==> config.mk <==
export PLATFORM = sky130hd
export DESIGN_NAME = mult32_seq_flat
export DESIGN_NICKNAME = d
export VERILOG_FILES = /design/src/rtl/mult32_seq_if.sv /design/src/rtl/mult32_seq.sv /design/src/flat_wrapper.sv
export SDC_FILE = /design/constraint.sdc
export NUM_CORES = 1
export LEC_CHECK = 0
export CAP_MARGIN = 15
export CORE_UTILIZATION = 40
export DETAILED_ROUTE_END_ITERATION = 10
export PLACE_DENSITY = 0.7
export SYNTH_ARGS = -nofsm -noshare
export SYNTH_HDL_FRONTEND = slang
export SYNTH_SLANG_ARGS = --single-unit
export TNS_END_PERCENT = 20
==> constraint.sdc <==
create_clock -name clk -period 28.7 [get_ports clk]
set_clock_uncertainty 0.05 [all_clocks]
set_input_delay 5.74 -clock clk [delete_from_list [all_inputs] [get_ports clk]]
set_output_delay 5.74 -clock clk [all_outputs]
set_load 0.01 [all_outputs]
==> src/rtl/mult32_seq_if.sv <==
// mult32_seq_if
// Handshake and data bundle between a multiplier requester and mult32_seq.
//   start : request, sampled by the multiplier only while idle
//   A, B  : 32-bit unsigned multiplicand / multiplier, captured on accept
//   busy  : high while the multiplier is iterating
//   done  : one-cycle pulse marking a valid product
//   P     : 64-bit product {acc_hi, acc_lo}
// master = requester side, slave = multiplier side.
interface mult32_seq_if;
  logic        start;
  logic [31:0] A;
  logic [31:0] B;
  logic        busy;
  logic        done;
  logic [63:0] P;

  modport master (output start, A, B, input busy, done, P);
  modport slave  (input start, A, B, output busy, done, P);
endinterface

==> src/rtl/mult32_seq.sv <==
// mult32_seq
// Sequential 32x32 unsigned shift-and-add multiplier. One 32-bit ripple-carry
// adder is reused for all 32 partial products; each RUN cycle adds the
// multiplicand (gated by the current multiplier LSB) into the upper
// accumulator and shifts the {carry, sum, acc_lo} word right by one.
// Ports:
//   clk     : single clock, rising edge
//   reset_n : asynchronous active-low reset
//   bus     : mult32_seq_if.slave (start, A, B in; busy, done, P out)
// Timing: accept at edge E0, busy for 32 cycles, done for one cycle, then
// IDLE again; a held start is re-accepted one cycle after that.
module mult32_seq (
  input  logic         clk,
  input  logic         reset_n,
  mult32_seq_if.slave  bus
);

  typedef enum logic [1:0] {
    IDLE  = 2'd0,
    RUN   = 2'd1,
    DONE  = 2'd2,
    SPARE = 2'd3
  } state_t;

  state_t      state_reg, state_next;
  logic [31:0] mcand_reg;
  logic [31:0] acc_hi_reg;
  logic [31:0] acc_lo_reg;
  logic [4:0]  cnt_reg;

  logic        load;
  logic        step;
  logic        busy;
  logic        done;

  // Shared adder: A = acc_hi, B = gated multiplicand, carry-in tied to 0.
  logic [31:0] add_a;
  logic [31:0] add_b;
  logic [31:0] sum;
  logic [32:0] carry;
  logic        pout;

  assign add_a    = acc_hi_reg;
  assign add_b    = acc_lo_reg[0] ? mcand_reg : 32'h0;
  assign carry[0] = 1'b0;

  genvar gi;
  generate
    for (gi = 0; gi < 32; gi++) begin : g_rca
      assign sum[gi]      = add_a[gi] ^ add_b[gi] ^ carry[gi];
      assign carry[gi+1]  = (add_a[gi] & add_b[gi]) |
                            (carry[gi] & (add_a[gi] ^ add_b[gi]));
    end
  endgenerate

  assign pout = carry[32];

  // State register
  always_ff @(posedge clk or negedge reset_n) begin
    if (!reset_n) begin
      state_reg <= IDLE;
    end else begin
      state_reg <= state_next;
    end
  end

  // Next-state and control decode
  always_comb begin
    state_next = IDLE;
    load       = 1'b0;
    step       = 1'b0;
    busy       = 1'b0;
    done       = 1'b0;
    case (state_reg)
      IDLE: begin
        if (bus.start) begin
          load       = 1'b1;
          state_next = RUN;
        end else begin
          state_next = IDLE;
        end
      end
      RUN: begin
        busy       = 1'b1;
        step       = 1'b1;
        state_next = (cnt_reg == 5'd31) ? DONE : RUN;
      end
      DONE: begin
        done       = 1'b1;
        state_next = IDLE;
      end
      default: begin
        // Unused encoding: behave as idle outputs but never accept; recover.
        state_next = IDLE;
      end
    endcase
  end

  // Datapath registers
  always_ff @(posedge clk or negedge reset_n) begin
    if (!reset_n) begin
      mcand_reg  <= 32'h0;
      acc_hi_reg <= 32'h0;
      acc_lo_reg <= 32'h0;
      cnt_reg    <= 5'd0;
    end else if (load) begin
      mcand_reg  <= bus.A;
      acc_hi_reg <= 32'h0;
      acc_lo_reg <= bus.B;
      cnt_reg    <= 5'd0;
    end else if (step) begin
      // Right shift of the 65-bit {Pout, S, acc_lo}; the consumed multiplier
      // bit falls off the bottom while a product bit enters acc_lo[31].
      acc_hi_reg <= {pout, sum[31:1]};
      acc_lo_reg <= {sum[0], acc_lo_reg[31:1]};
      cnt_reg    <= cnt_reg + 5'd1;
    end
  end

  assign bus.busy = busy;
  assign bus.done = done;
  assign bus.P    = {acc_hi_reg, acc_lo_reg};

endmodule

==> src/flat_wrapper.sv <==
// flat-port wrapper written by rule: the top's interface ports become plain ports
module mult32_seq_flat 
  (clk, reset_n, bus_start, bus_A, bus_B, bus_busy, bus_done, bus_P);
  mult32_seq_if bus_i ();
  input  logic clk;
  input  logic reset_n;
  input wire logic [$bits(bus_i.start)-1:0] bus_start;
  input wire logic [$bits(bus_i.A)-1:0] bus_A;
  input wire logic [$bits(bus_i.B)-1:0] bus_B;
  output wire logic [$bits(bus_i.busy)-1:0] bus_busy;
  output wire logic [$bits(bus_i.done)-1:0] bus_done;
  output wire logic [$bits(bus_i.P)-1:0] bus_P;
  assign bus_i.start = bus_start;
  assign bus_i.A = bus_A;
  assign bus_i.B = bus_B;
  assign bus_busy = bus_i.busy;
  assign bus_done = bus_i.done;
  assign bus_P = bus_i.P;
  mult32_seq u_core (.clk(clk), .reset_n(reset_n), .bus(bus_i));
endmodule
==> impl_metrics.env, run 1 <==
export IMPL_status="finished clean"
export IMPL_area_growth_pct=35.40
export IMPL_netlist_area_mm2=0.004952
export IMPL_dpl_hpwl_um=7477
export IMPL_finalCriticalPeriod_ps=13460
export IMPL_power_leakage_uw=0.002705
export IMPL_synthesis_nets=542
export IMPL_cp_start_kind="flop"
export IMPL_finalCritPeriodShare_pct=46.89
export IMPL_crit_arrival_ps=13610
export IMPL_drive_gt1_share_pct=10.54
export IMPL_max_freq_mhz=74.31
export IMPL_gp_congestion=0.7718
export IMPL_worstHoldStart="u_core.cnt_reg[3]"
export IMPL_rr_worst_depth=38
export IMPL_start_util_pct=41.06
export IMPL_max_stage_delay_ps=480
export IMPL_path_class="reg2reg"
export IMPL_wirelength_um=10790
export IMPL_required_ps=28860
export IMPL_path_buf_inv=4
export IMPL_avgSynthCellArea_um2=11.23
export IMPL_finalSetupViolCount=0
export IMPL_min_path_type="reg2reg"
export IMPL_peakVddDrop_uv=44.81
export IMPL_final_nets=665
export IMPL_h_tree_depth=3
export IMPL_seq_area_frac_synth_pct=52.05
export IMPL_path_clk_slew_ps=70
export IMPL_dieWidth_um=113.3
export IMPL_max_cap_violations=0
export IMPL_cts_num_sinks=103
export IMPL_route_detailed_drc=0
export IMPL_slew_violations=0
export IMPL_diodes=0
export IMPL_hold_buffers=0
export IMPL_via_per_inst=4.913
export IMPL_synth_seq_cells=103
export IMPL_cts_made_buffers=9
export IMPL_cp_top_family="adder cells"
export IMPL_crit_top_cell="fa_1"
export IMPL_slowest_stage="fa_1"
export IMPL_nFillCells=1062
export IMPL_grt_usage_pct=17.80
export IMPL_yosysWarnings=0
export IMPL_num_vias=3621
export IMPL_die_area_mm2=0.01283
export IMPL_drt_wirelength_per_cell_um=14.63
export IMPL_grt_pass1_vias=3697
export IMPL_rsz0062_at_grt="false"
export IMPL_initialDrtViolationCount=255
export IMPL_ios=133
export IMPL_reg2reg_from="u_core.acc_lo_reg[0]"
export IMPL_ctsResizeCount=0
export IMPL_grt_max_degree=59
export IMPL_clock_latency_ps=340
export IMPL_post_cts_setup_buffers=0
export IMPL_slew_headroom_pct=30.16
export IMPL_mostFrequentLayoutCells="131 x clkdlybuf4s50_1, 103 x dfrtp_1, 95 x nand2_1"
export IMPL_port_buffers=132
export IMPL_cts_tree="yes"
export IMPL_reg2reg_slack_ps=15240
export IMPL_hold_slack_ps=422.5
export IMPL_die_h_um=113.3
export IMPL_grt_pass1_wl_um=18310
export IMPL_setup_worst_path_end_class="flop"
export IMPL_r2r_end="u_core.acc_hi_reg[30]"
export IMPL_clockRootBuffer="clkbuf_16"
export IMPL_grt_antenna_before_repair=0
export IMPL_cts_buffer_depth=2
export IMPL_dr_pass1_iters=5
export IMPL_ant_nets=0
export IMPL_final_common_cell="clkdlybuf4s50_1"
export IMPL_final_hold_viol_count=0
export IMPL_tns_ps=0
export IMPL_grt_overflow=0
export IMPL_synthCells=441
export IMPL_hold_depth=1
export IMPL_crit_fanout=34
export IMPL_synth_cell_types=26
export IMPL_min_to="u_core.cnt_reg[3]"
export IMPL_powerDensity_mw_per_mm2=107.4
export IMPL_rows=40
export IMPL_coreArea_mm2=0.01206
export IMPL_tightest_slew_ps=1048
==> cell families after synthesis <==
logic type,count (synthesis),synth area share [%]
flip-flops,103,52.05
buffers and inverters,62,5.659
AND/OR/NAND/NOR,106,8.944
multiplexers,34,7.681
AO/OA/AOI/OAI,102,12.38
adder cells (fa/ha/maj),34,13.29
==> per-layer routing <==
| layer | share of wire [%] | wire [um] | vias to the layer above | GRT usage [%] |
|---|---|---|---|---|
| li1 | - | - | 1704 | - |
| met1 | 46 | 4928 | 1812 | 24.63 |
| met2 | 49 | 5332 | 97 | 29.45 |
| met3 | 3.9 | 422 | 8 | 3.160 |
| met4 | 0.93 | 100 | 0 | 3.860 |
| met5 | 0 | 0 | - | 0 |
==> worst register-to-register path, delay by kind of cell (launching register included) <==
kind	cells	cell delay, ps
buf+inv	4	490
compound gates	1	90
simple gates	1	220
flops	1	320
fa+ha+maj	32	12150
==> final cells by class <==
| class | count | area, um^2 | share of cell area, % |
|---|---|---|---|
| Clock buffer | 10 | 239.0 | 3.564 |
| Clock inverter | 6 | 73.82 | 1.101 |
| Inverter | 35 | 131.4 | 1.959 |
| Multi-Input combinational cell | 276 | 2095 | 31.24 |
| Sequential cell | 103 | 2577 | 38.44 |
| Tap cell | 168 | 210.2 | 3.135 |
| Timing Repair Buffer | 139 | 1379 | 20.56 |
==> power by group <==
group | switching [uW] | internal (uW)
clock network | 55.3 | 71.3
registers | 51.8 | 219
logic | 151 | 171
total | 258 | 462
==> worst max path at each step <==
| stage | start | end | slack [ps] | depth (start not counted) |
|---|---|---|---|---|
| 6_report | u_core.acc_lo_reg[0] | u_core.acc_hi_reg[30] | 15240 | 38 |
| 3_3_place_gp | u_core.acc_lo_reg[0] | u_core.acc_hi_reg[30] | 15450 | 38 |
| 3_5_place_dp | u_core.acc_lo_reg[0] | u_core.acc_hi_reg[30] | 15260 | 38 |
| 5_1_grt | u_core.acc_lo_reg[0] | u_core.acc_hi_reg[30] | 14760 | 38 |
| 2_1_floorplan | u_core.acc_lo_reg[0] | u_core.acc_hi_reg[30] | 15810 | 36 |
| 4_1_cts | u_core.acc_lo_reg[0] | u_core.acc_hi_reg[30] | 15240 | 38 |
==> Yosys cell counts (all sizes together) <==
master | count | area (um^2)
mux2 | 32 | 360.4
buf | 17 | 111.4
clkbuf | 10 | 37.54
mux2i | 2 | 20.02
nand4 | 1 | 6.260
a21oi | 3 | 15.01
o21ai | 64 | 320.3
dfrtp | 103 | 2577
inv | 35 | 131.4
nor3b | 1 | 18.77
a22oi | 31 | 232.7
a22o | 3 | 26.28
and3 | 1 | 6.260
nand2 | 95 | 356.6
fa | 31 | 620.6
o21bai | 1 | 18.77
and3b | 1 | 8.760
nand2b | 2 | 12.51
ha | 3 | 37.54
nor2b | 2 | 15.02
and2 | 3 | 18.77
==> stage by stage <==
step / util, % / std cells / cell area [um^2] / setup WS, ps / total power [uW]
after floorplan: - / 441 / 4952 / 15810 / 452.0
after global placement: 52.87 / 720 / 6377 / 15450 / 587.1
after detailed placement: 52.87 / 720 / 6377 / 15260 / 600.5
after CTS: 55.47 / 736 / 6690 / 15240 / 729.4
after global routing: 55.59 / 737 / 6705 / 14760 / 782.8
final: 55.59 / 737 / 6705 / 15240 / 720.1
(Power assumes the default switching activity.)
==> run 2, diff against run 1 <==
--- a/config.mk
+++ b/config.mk
@@ -8,7 +8,7 @@
 export CAP_MARGIN = 15
 export CORE_UTILIZATION = 40
 export DETAILED_ROUTE_END_ITERATION = 10
-export PLACE_DENSITY = 0.7
+export PLACE_DENSITY = 0.73
 export SYNTH_ARGS = -nofsm -noshare
 export SYNTH_HDL_FRONTEND = slang
 export SYNTH_SLANG_ARGS = --single-unit
==> constraint.sdc (replaced) <==
create_clock -name clk -period 11.7 [get_ports clk]
set_clock_uncertainty 0.05 [all_clocks]
set_input_delay 2.34 -clock clk [delete_from_list [all_inputs] [get_ports clk]]
set_output_delay 2.34 -clock clk [all_outputs]
set_load 0.01 [all_outputs]
==> impl_metrics.env, run 2 (same netlist as run 1, synthesis figures left out) <==
export IMPL_start_util_pct=41.06
export IMPL_path_clk_slew_ps=70
export IMPL_slew_violations=0
export IMPL_status="finished, violations left"
export IMPL_area_growth_pct=37.37
export IMPL_rr_worst_depth=37
export IMPL_setup_worst_path_end_class="flop"
export IMPL_grt_busiest_layer="met2"
export IMPL_slew_headroom_pct=53.65
export IMPL_rsz0062_at_grt="true"
export IMPL_via_per_inst=4.862
export IMPL_ios=133
export IMPL_max_freq_mhz=84.95
export IMPL_final_nets=668
export IMPL_post_cts_setup_buffers=0
export IMPL_cp_start_kind="flop"
export IMPL_final_hold_viol_count=0
export IMPL_mostFrequentLayoutCells="131 x clkdlybuf4s50_1, 102 x dfrtp_1, 95 x nand2_1"
export IMPL_min_path_type="reg2reg"
export IMPL_path_buf_inv=3
export IMPL_initialDrtViolationCount=141
export IMPL_gp_congestion=0.7624
export IMPL_required_ps=11880
export IMPL_grt_overflow=0
export IMPL_crit_end="u_core.acc_hi_reg[30]"
export IMPL_grt_usage_pct=18.40
export IMPL_cp_depth=37
export IMPL_use_met1_pct=22.73
export IMPL_powerDensity_mw_per_mm2=265.2
export IMPL_power_leakage_uw=0.002714
export IMPL_cts_tree="yes"
export IMPL_hold_buffers=0
export IMPL_tns_ps=-81.69
export IMPL_clockRootBuffer="clkbuf_16"
export IMPL_cp_top_family="adder cells"
export IMPL_path_class="reg2reg"
export IMPL_r2r_end="u_core.acc_hi_reg[30]"
export IMPL_rows=40
export IMPL_drive_gt1_share_pct=16.26
export IMPL_reg2reg_slack_ps=-70
export IMPL_drt_wirelength_per_cell_um=14.70
export IMPL_finalCriticalPeriod_ps=11770
export IMPL_finalSetupViolCount=2
export IMPL_dpl_hpwl_um=7740
export IMPL_finalCritPeriodShare_pct=100.6
export IMPL_grt_max_degree=54
export IMPL_port_buffers=132
export IMPL_crit_start="u_core.acc_lo_reg[0]"
export IMPL_nFillCells=1048
export IMPL_tightest_slew_ps=694.4
export IMPL_wirelength_um=10880
export IMPL_crit_arrival_ps=11950
export IMPL_grtUsageMet2_pct=31.45
export IMPL_peakVddDrop_uv=103.3
export IMPL_grt_antenna_before_repair=0
export IMPL_violations="setup timing"
export IMPL_coreArea_mm2=0.01206
export IMPL_cts_buffer_depth=2
export IMPL_worstHoldStart="u_core.cnt_reg[3]"
export IMPL_clock_latency_ps=350
export IMPL_dieWidth_um=113.3
export IMPL_die_area_mm2=0.01283
export IMPL_max_cap_violations=0
export IMPL_diodes=0
export IMPL_fin_ws_ps=-71.80
export IMPL_max_stage_delay_ps=510
export IMPL_cts_made_buffers=9
export IMPL_slowest_stage="fa_1"
export IMPL_die_h_um=113.3
export IMPL_grtUsageMet3_pct=4.821
export IMPL_seqCellArea_mm2=0.002579
export IMPL_ant_nets=0
export IMPL_reg2reg_from="u_core.acc_lo_reg[0]"
export IMPL_utilization_pct=56.40
export IMPL_multiInputGateArea_mm2=0.002167
export IMPL_dr_pass1_iters=5
export IMPL_grt_pass1_vias=3745
export IMPL_crit_top_cell="fa_2"
export IMPL_h_tree_depth=3
export IMPL_route_detailed_drc=0
export IMPL_num_vias=3598
export IMPL_crit_fanout=2
export IMPL_grt_pass1_wl_um=18330
export IMPL_cts_num_sinks=103
export IMPL_final_common_cell="clkdlybuf4s50_1"
-- run 2: cell types whose count changed in the layout (fill, tap and decap cells not counted), sizes merged --
cell	delta
clkinvlp	+2
inv	-3
bufinv	+1
buf	+3
-- run 2: cell type report --
class                      instances  share of cell area [%]
clock inverter                     6                   1.251
inverter                          35                   1.931
timing repair buffer             142                   20.60
clock buffer                      10                   3.366
multi-input combinational        276                   31.86
tap                              168                   3.090
sequential                       103                   37.91
-- run 2: repair_timing --
action / in CTS / in global routing
pin swaps: 1 / 1
setup endpoints to repair: 3 / 3
gates resized for setup: 5 / 0
-- run 2: how the worst min path moves through the flow --
stage,endpoint,cells past startpoint
6_report,u_core.cnt_reg[3],1
5_1_grt,u_core.cnt_reg[3],1
4_1_cts,u_core.cnt_reg[3],1
3_5_place_dp,u_core.cnt_reg[3],1
3_3_place_gp,u_core.cnt_reg[3],1
2_1_floorplan,u_core.cnt_reg[3],1
-- run 2: where the power goes --
| part | leakage [uW] | internal [uW] | switching, uW |
|---|---|---|---|
| registers | 0.00126 | 539 | 125 |
| clock network | 0.000148 | 187 | 127 |
| logic | 0.00130 | 438 | 388 |
| total | 0.00271 | 1160 | 640 |
-- run 2: per-stage QoR --
stage          worst slack [ps]  hold WS (ps)  power [uW]  instances  area [um^2]
3_3_place_gp             -62.50         410.0        1460        723         6466
3_5_place_dp             -233.9         414.5        1504        723         6466
5_1_grt                  -355.7         433.6        1959        740         6803
4_1_cts                  -130.6         423.7        1828        739         6788
6_report                 -71.80         419.9        1804        740         6803
2_1_floorplan             27.00         388.5        1125        441         5022
-- run 2: metal layers --
metal / vias to the layer above / share of wire (%)
li1: 1704 / -
met1: 1795 / 43
met2: 89 / 52
met3: 10 / 4.3
met4: 0 / 1.1
met5: - / 0
-- run 2: worst reg2reg max path, delay by kind of cell (launching register included) --
kind,cells,cell delay (ps)
buffers and inverters,3,170
AO/OA/AOI/OAI,1,70
adder cells (fa/ha/maj),32,10860
flip-flops,1,360
AND/OR/NAND/NOR,1,120
==> run 3, diff against run 2 <==
--- a/config.mk
+++ b/config.mk
@@ -7,6 +7,7 @@
 export LEC_CHECK = 0
 export CAP_MARGIN = 15
 export CORE_UTILIZATION = 40
+export CTS_CLUSTER_DIAMETER = 100
 export DETAILED_ROUTE_END_ITERATION = 10
 export PLACE_DENSITY = 0.73
 export SYNTH_ARGS = -nofsm -noshare
==> results of run 3 <==
The final DEF is identical to that of run 2; final timing and power are the same.
